[config.mk]
export PLATFORM = sky130hd
export DESIGN_NAME = dcache_refill_unit
export DESIGN_NICKNAME = d
export VERILOG_FILES = /design/src/rtl/dcache_refill_unit.sv
export SDC_FILE = /design/constraint.sdc
export NUM_CORES = 1
export LEC_CHECK = 0
export ABC_CLOCK_PERIOD_IN_PS = 2350
export CELL_PAD_IN_SITES_DETAIL_PLACEMENT = 1
export CELL_PAD_IN_SITES_GLOBAL_PLACEMENT = 1
export CORE_ASPECT_RATIO = 1.75
export CORE_UTILIZATION = 25
export CTS_CLUSTER_SIZE = 20
export DETAILED_ROUTE_END_ITERATION = 10
export HOLD_SLACK_MARGIN = 0.03
export MAX_ROUTING_LAYER = met4
export PLACE_DENSITY = 0.78
export SYNTH_ARGS = -nofsm -noshare
export SYNTH_HDL_FRONTEND = slang
export SYNTH_SLANG_ARGS = --single-unit
[constraint.sdc]
create_clock -name clk -period 2.35 [get_ports clk]
set_input_delay 0.47 -clock clk [delete_from_list [all_inputs] [get_ports clk]]
set_output_delay 0.47 -clock clk [all_outputs]
set_load 0.02 [all_outputs]
[src/rtl/dcache_refill_unit.sv]
// Data-cache miss handler: optional dirty-victim writeback, then an in-order
// word-by-word line fetch into the cache array, finishing with a tagged done pulse.
module dcache_refill_unit #(
  parameter int unsigned ADDR_W     = 32,
  parameter int unsigned DATA_W     = 32,
  parameter int unsigned LINE_WORDS = 4,
  parameter int unsigned IDX_W      = 2,
  parameter int unsigned ID_W       = 4
) (
  input  logic              clk,
  input  logic              rst,
  input  logic              miss_valid,
  input  logic [ADDR_W-1:0] miss_addr,
  input  logic [ID_W-1:0]   miss_ldstID,
  input  logic              victim_dirty,
  input  logic [ADDR_W-1:0] victim_addr,
  output logic              miss_ready,
  output logic [IDX_W-1:0]  victim_rd_idx,
  input  logic [DATA_W-1:0] victim_rd_data,
  output logic              fill_we,
  output logic [IDX_W-1:0]  fill_idx,
  output logic [DATA_W-1:0] fill_data,
  output logic [ADDR_W-1:0] fill_line_addr,
  output logic              fill_done,
  output logic [ID_W-1:0]   fill_ldstID,
  output logic              mem_req,
  output logic              mem_rw,
  output logic [ADDR_W-1:0] mem_addr,
  output logic [DATA_W-1:0] mem_wdata,
  input  logic              mem_ack,
  input  logic              mem_rvalid,
  input  logic [DATA_W-1:0] mem_rdata,
  output logic              busy
);

  localparam int unsigned OFF_W = $clog2(LINE_WORDS * 4);
  localparam logic [IDX_W-1:0] LAST_IDX = IDX_W'(LINE_WORDS - 1);

  typedef enum logic [2:0] {
    IDLE    = 3'd0,
    WB_REQ  = 3'd1,
    RD_REQ  = 3'd2,
    RD_WAIT = 3'd3,
    DONE    = 3'd4
  } state_t;

  state_t            state, state_nxt;
  logic [IDX_W-1:0]  cnt, cnt_nxt;
  logic [ADDR_W-1:0] miss_line, victim_line;
  logic [ID_W-1:0]   ldst_id;
  logic [ADDR_W-1:0] word_off;

  assign word_off = ADDR_W'(cnt) << 2;

  // State, counter and the latched miss descriptor
  always_ff @(posedge clk or posedge rst) begin
    if (rst) begin
      state       <= IDLE;
      cnt         <= '0;
      miss_line   <= '0;
      victim_line <= '0;
      ldst_id     <= '0;
    end else begin
      state <= state_nxt;
      cnt   <= cnt_nxt;
      if (state == IDLE && miss_valid) begin
        miss_line   <= {miss_addr[ADDR_W-1:OFF_W], OFF_W'(0)};
        victim_line <= {victim_addr[ADDR_W-1:OFF_W], OFF_W'(0)};
        ldst_id     <= miss_ldstID;
      end
    end
  end

  // Next state and outputs; every output is a pure function of state/regs/inputs
  always_comb begin
    state_nxt      = state;
    cnt_nxt        = cnt;
    miss_ready     = 1'b0;
    busy           = 1'b1;
    victim_rd_idx  = '0;
    fill_we        = 1'b0;
    fill_idx       = '0;
    fill_data      = '0;
    fill_line_addr = '0;
    fill_done      = 1'b0;
    fill_ldstID    = '0;
    mem_req        = 1'b0;
    mem_rw         = 1'b0;
    mem_addr       = '0;
    mem_wdata      = '0;
    unique case (state)
      IDLE: begin
        miss_ready = 1'b1;
        busy       = 1'b0;
        if (miss_valid) begin
          cnt_nxt   = '0;
          state_nxt = victim_dirty ? WB_REQ : RD_REQ;
        end
      end
      WB_REQ: begin
        mem_req       = 1'b1;
        mem_rw        = 1'b1;
        mem_addr      = victim_line + word_off;
        victim_rd_idx = cnt;
        mem_wdata     = victim_rd_data;
        if (mem_ack) begin
          if (cnt == LAST_IDX) begin
            cnt_nxt   = '0;
            state_nxt = RD_REQ;
          end else begin
            cnt_nxt = IDX_W'(cnt + 1'b1);
          end
        end
      end
      RD_REQ: begin
        mem_req  = 1'b1;
        mem_addr = miss_line + word_off;
        if (mem_ack) state_nxt = RD_WAIT;
      end
      RD_WAIT: begin
        if (mem_rvalid) begin
          fill_we        = 1'b1;
          fill_idx       = cnt;
          fill_data      = mem_rdata;
          fill_line_addr = miss_line;
          if (cnt == LAST_IDX) begin
            cnt_nxt   = '0;
            state_nxt = DONE;
          end else begin
            cnt_nxt   = IDX_W'(cnt + 1'b1);
            state_nxt = RD_REQ;
          end
        end
      end
      DONE: begin
        fill_done   = 1'b1;
        fill_ldstID = ldst_id;
        state_nxt   = IDLE;
      end
      default: state_nxt = IDLE;
    endcase
  end

endmodule

==> Word-level counts from Yosys, hierarchy flattened <==
Cells that the tools add are included.
{ "op_classes": {"n_reduce_logical": 6, "n_eq_ne": 10, "addsub": 3, "mux": 30} }
{ "op_table": {"columns": ["op", "n"], "rows": [
  ["$mux W32", 5],
  ["$add A32 B4 Y32", 2],
  ["$pmux W32 S2", 1],
  ["$mux W3", 6],
  ["$mux W2", 8],
  ["$pmux W3 S4", 1],
  ["$ne A2 B2 Y1 const B", 5],
  ["$mux W1", 7],
  ["$eq A3 B2 Y1 const B", 2],
  ["$pmux W2 S3", 1],
  ["$reduce_and A5 Y1", 1],
  ["$mux W4", 1],
  ["$reduce_and A4 Y1", 1],
  ["$eq A3 B1 Y1 const B", 1],
  ["$eq A3 B3 Y1 const B", 1],
  ["$logic_not A3 Y1", 1],
  ["$reduce_bool A3 Y1", 1],
  ["$add A2 B1 Y2 const B", 1],
  ["$eq A2 B2 Y1 const B", 1],
  ["$reduce_or A2 Y1", 1],
  ["$logic_and A1 B1 Y1", 1]
]} }
{ "totals": {"elab_cells": 54, "input_bits": 138, "out_inout_bits": 142, "reg_bits": 65} }

==> Logic depth before layout (Yosys ltp) <==
{ "depth": {"ltp_word": 4, "depth_mapped": 6, "depth_no_buf": 4} }

==> Worst setup path after synthesis <==
No wires, ideal clock.
{ "synth_timing": {"path_kind": "flip-flop to output port", "startpoint": "register state[1]", "endpoint": "output port mem_wdata[26]", "path_slack_ps": 394, "t_required_ps": 1880, "path_stages_with_launch": 6, "path_buffers": 3, "arrival_time_ps": 1486, "path_cell_list": "dfrtp_1 -> buf_2 -> nor3b_1 -> buf_2 -> buf_2 -> and2_1"} }
{ "synth_between": {"elab_chain_cells": 2} }
{ "synth_rtl": {"columns": ["element", "line_no", "source"], "rows": [
  ["start, declared", "47", "state_t state, state_nxt;"],
  ["start signal, assigned", "64", "state <= state_nxt;"],
  ["$eq A3 B1 Y1", "91", "unique case (state)"],
  ["$mux W32", "91", null],
  ["end, declared", "29", "output logic [DATA_W-1:0] mem_wdata,"]
]} }
Every way passes these cells.

==> Worst setup path in the final report <==
{ "layout_timing": {"startpoint": "register state[1]", "endpoint": "output port mem_wdata[22]"} }
The elaborated chain is that of the path after synthesis.

==> impl.org <==
** Worst setup path
- Data on the critical path arrives at its endpoint at 1840 ps.
- Data required time at the worst endpoint :: 1880 ps
- In this run the worst path has a maximum fanout of 23.
- WS Path Type :: reg -> out
- CP endpoint kind :: output pin
- Crit start category :: flop

** Synthesis
- Counting every instance in the synthesized netlist gives 327.
- A synthesized cell averages 12.01 um2.
- Number of storage elements in the synthesis netlist :: 65
- Share of async-settable or async-resettable flops after synthesis :: 1.000
- The synthesized netlist occupies a cell area of 3926 um2.
- Count of yosys warnings during synthesis :: 0
- Post-synth EDFFs :: 0
- The most used flip-flop cell after synthesis is sky130_fd_sc_hd__dfrtp_1.
- Number of distinct standard cells referenced by the synthesized netlist :: 34
- For this run, the register share of the synthesized area comes to 0.4143.

** Timing
- The clock arrives with 3.924 ps of skew.
- After layout, the minimum clock period comes to 2307 ps.
- WHS :: 476.9 ps
- The worst path meets setup with 43.23 ps of slack.
- The hold violation count in the final report is 0.
- Ratio of final minimum period to clock period :: 0.9816
- Maximum clock rate :: 433.5 MHz
- The number of pins exceeding their max-slew limit in the final report is 0.
- Setup-failing EPs final :: 0

** Global routing
- The first global-routing pass estimated 23870 um of wire.
- The via count of the first global-routing pass was 4128.
- Summed over all layers, the global routing overflow is 0.
- The initial antenna violation count is 0.
- Largest net degree at the start of global routing :: 41
- GR Util All Layers :: 0.1964

** Clocking
- Clock tree synthesis found a total of 65 sinks.
- TritonCTS clock tree :: built
- Clock tree synthesis inserted a total of 9 buffers.
- Buffer type at the clock tree root :: sky130_fd_sc_hd__clkbuf_16
- The later pin in the worst-skew pair is clocked with a latency of 330 ps.
- Clock Pin Slew Worst Setup and Hold Paths :: 60 ps
- Number of levels the H-tree was split into :: 3
- Number of buffers on the longest clock path :: 2

** Placement
- Buffers placed on the I/O ports in this run total 265.
- Prior to clock tree synthesis, the placed netlist has a worst setup slack of -377.3 ps.
- Routability congestion estimate :: 0.8120
- Detailed placement finished with a half-perimeter wire length of 11170 um.
- DP Cell Count :: 768

** Cells and area
- In the final layout, the multi-input gates occupy 2076 um2.
- Finished Core Util :: 0.4568
- Number of filler cells placed in the layout :: 1704
- Area used by sequential logic in the layout :: 1629 um2
- For this run, the number of standard cells in the final layout without fillers is 804.
- NumNets Final :: 752
- Area grow syn2layout :: 79.06%
- Antenna Diode Count :: 0
- Fraction of final layout cells sized beyond drive strength 1 :: 0.3819

** Floorplan
- In this run the vertical extent of the chip is 167.8 um.
- Die Wd :: 96.73 um
- In this run the core area contains 60 standard-cell rows.
- 280 I/O pins were placed.
- Die area :: 16230 um2
- The core region is 15390 um2.
- For this configuration, the core starts out at a cell density of 0.2551.

** Min path
- Type of the worst min-delay path :: in -> async

** Power and ir drop
- Summed over all cells, the static leakage comes to 3.489 nW.
- Design Power :: 8.391 mW
- Power density of the placed cells :: 1194 nW/um2
- IR analysis of the VDD net gives a maximum drop of 0.4951 mV.

** Drt
- After detailed routing, the number of vias per cell comes to 4.583.
- The first detailed-routing pass took 4 iterations.
- Remaining number of nets flagged by the antenna check after routing :: 0
- Summing over every cut layer, the via total after detailed routing is 3685.
- The detailed router finished its first iteration with 51 violations.
- For this block, the routed nets add up to 15610 um of wire.
- # DRC :: 0
- Post-detailed-route wirelength per cell :: 19.41 um

** Outcome
- The run finished with clean final reports.

** Run
- The tool flagged a number of max-cap violations equal to 0.
==> power breakdown <==
group          switching, mW  leakage [nW]  internal [mW]  total, mW
logic                   2.28          2.55           2.55       4.83
clock network          0.513         0.157          0.934       1.45
registers              0.432         0.782           1.68       2.11
==> cell usage after synthesis (2+ instances only) <==
cell | count | area [um2]
sky130_fd_sc_hd__and2_1 | 96 | 600.6
sky130_fd_sc_hd__dfrtp_1 | 65 | 1627
sky130_fd_sc_hd__mux2_4 | 60 | 900.9
sky130_fd_sc_hd__a22o_1 | 28 | 245.2
sky130_fd_sc_hd__clkbuf_1 | 14 | 52.55
sky130_fd_sc_hd__buf_12 | 7 | 140.1
sky130_fd_sc_hd__buf_4 | 6 | 45.04
sky130_fd_sc_hd__buf_2 | 5 | 25.02
sky130_fd_sc_hd__and3_1 | 4 | 25.02
sky130_fd_sc_hd__inv_1 | 4 | 15.01
sky130_fd_sc_hd__nand2_1 | 4 | 15.01
sky130_fd_sc_hd__nand3_1 | 3 | 15.01
sky130_fd_sc_hd__nor2_1 | 3 | 11.26
sky130_fd_sc_hd__nor3_1 | 3 | 15.01
sky130_fd_sc_hd__a21o_1 | 2 | 15.01
sky130_fd_sc_hd__a221o_1 | 2 | 20.02
sky130_fd_sc_hd__nor3b_1 | 2 | 15.01
sky130_fd_sc_hd__o21a_1 | 2 | 15.01
sky130_fd_sc_hd__o21ai_0 | 2 | 10.01
==> worst paths after layout <==
| kind | startpoint | end | cells after the start | slack, ps |
|---|---|---|---|---|
| max | state[1] | mem_wdata[22] | 5 | 40 |
| min | rst | miss_line[8] | 2 | 480 |
| max reg2reg | state[2] | miss_line[11] | 6 | 380 |
| min reg2reg | ldst_id[3] | ldst_id[3] | 1 | 510 |
| max in group asynchronous | rst | victim_line[29] | 3 | 1310 |
| min in group clk | ldst_id[3] | ldst_id[3] | 1 | 510 |
==> cell families (layout without fill, tap and decap cells) <==
family / after synthesis / after routing / share of synthesized area
AO/OA/AOI/OAI: 41 / 41 / 0.08764
other: 1 / 6 / 0.0009551
flip-flops: 65 / 65 / 0.4143
adder cells (fa/ha/maj): 1 / 1 / 0.003186
multiplexers: 61 / 61 / 0.2323
buffers and inverters: 37 / 323 / 0.07170
AND/OR/NAND/NOR: 121 / 121 / 0.1899
==> through the flow <==
stage                     cell area, um2  setup TNS [ps]
after global routing                7030          -33.17
after floorplan                     3945               0
final                               7030               0
after detailed placement            6773          -20820
after global placement              6773          -18270
after CTS                           7217          -892.4
==> state kept, by name, indices dropped and copies added, names as in the netlist <==
| register | cells |
|---|---|
| victim_line | 28 |
| ldst_id | 4 |
| cnt | 2 |
| state | 3 |
| miss_line | 28 |
==> cells in the final DEF (no fill, tap or decap), types with 3 or more instances in the layout <==
| cell | n |
|---|---|
| sky130_fd_sc_hd__buf_12 | 10 |
| sky130_fd_sc_hd__dlygate4sd2_1 | 19 |
| sky130_fd_sc_hd__nand3_1 | 3 |
| sky130_fd_sc_hd__a22o_1 | 28 |
| sky130_fd_sc_hd__inv_1 | 3 |
| sky130_fd_sc_hd__clkdlybuf4s15_2 | 16 |
| sky130_fd_sc_hd__buf_6 | 8 |
| sky130_fd_sc_hd__clkdlybuf4s50_1 | 128 |
| sky130_fd_sc_hd__clkbuf_16 | 9 |
| sky130_fd_sc_hd__and3_1 | 4 |
| sky130_fd_sc_hd__and2_1 | 96 |
| sky130_fd_sc_hd__clkbuf_2 | 25 |
| sky130_fd_sc_hd__buf_4 | 19 |
| sky130_fd_sc_hd__nand2_1 | 3 |
| sky130_fd_sc_hd__buf_2 | 63 |
| sky130_fd_sc_hd__dfrtp_1 | 63 |
| sky130_fd_sc_hd__mux2_4 | 60 |
| sky130_fd_sc_hd__dlymetal6s2s_1 | 6 |
| sky130_fd_sc_hd__buf_16 | 4 |
| sky130_fd_sc_hd__conb_1 | 6 |
| sky130_fd_sc_hd__nor3_1 | 3 |
==> area by class of cell <==
class | count | area share
flip-flops and latches | 65 | 0.2317
clock buffers | 10 | 0.03257
inverters | 5 | 0.002670
clock inverters | 6 | 0.01299
multi-input cells | 230 | 0.2952
repair buffers | 302 | 0.3917
well taps | 186 | 0.03310
==> layer usage <==
| metal | GRT usage | wire, um | up-vias | share of wire |
|---|---|---|---|---|
| li1 | - | - | 1683 | - |
| met1 | 0.2051 | 5678 | 1816 | 0.36 |
| met4 | 0.08436 | 469 | 0 | 0.030 |
| met5 | - | 0 | - | 0 |
| met3 | 0.03944 | 812 | 32 | 0.052 |
| met2 | 0.3549 | 8644 | 154 | 0.55 |
==> what timing repair did <==
| item | CTS | global route |
|---|---|---|
| gates resized for setup | 376 | 84 |
| pin swaps | 2 | 2 |
| hold buffers | 0 | 0 |
| setup buffers | 12 | 3 |
| cloned | 5 | 0 |
| setup endpoints to repair | 135 | 98 |
==> critical path: stages (launching register included) <==
cell	delay, ps
sky130_fd_sc_hd__dfrtp_2	460
sky130_fd_sc_hd__nor3b_4	230
sky130_fd_sc_hd__buf_4	170
sky130_fd_sc_hd__buf_16	160
sky130_fd_sc_hd__and2_1	190
sky130_fd_sc_hd__clkdlybuf4s15_2	280
Note: power is estimated with default switching activity, not from simulation.
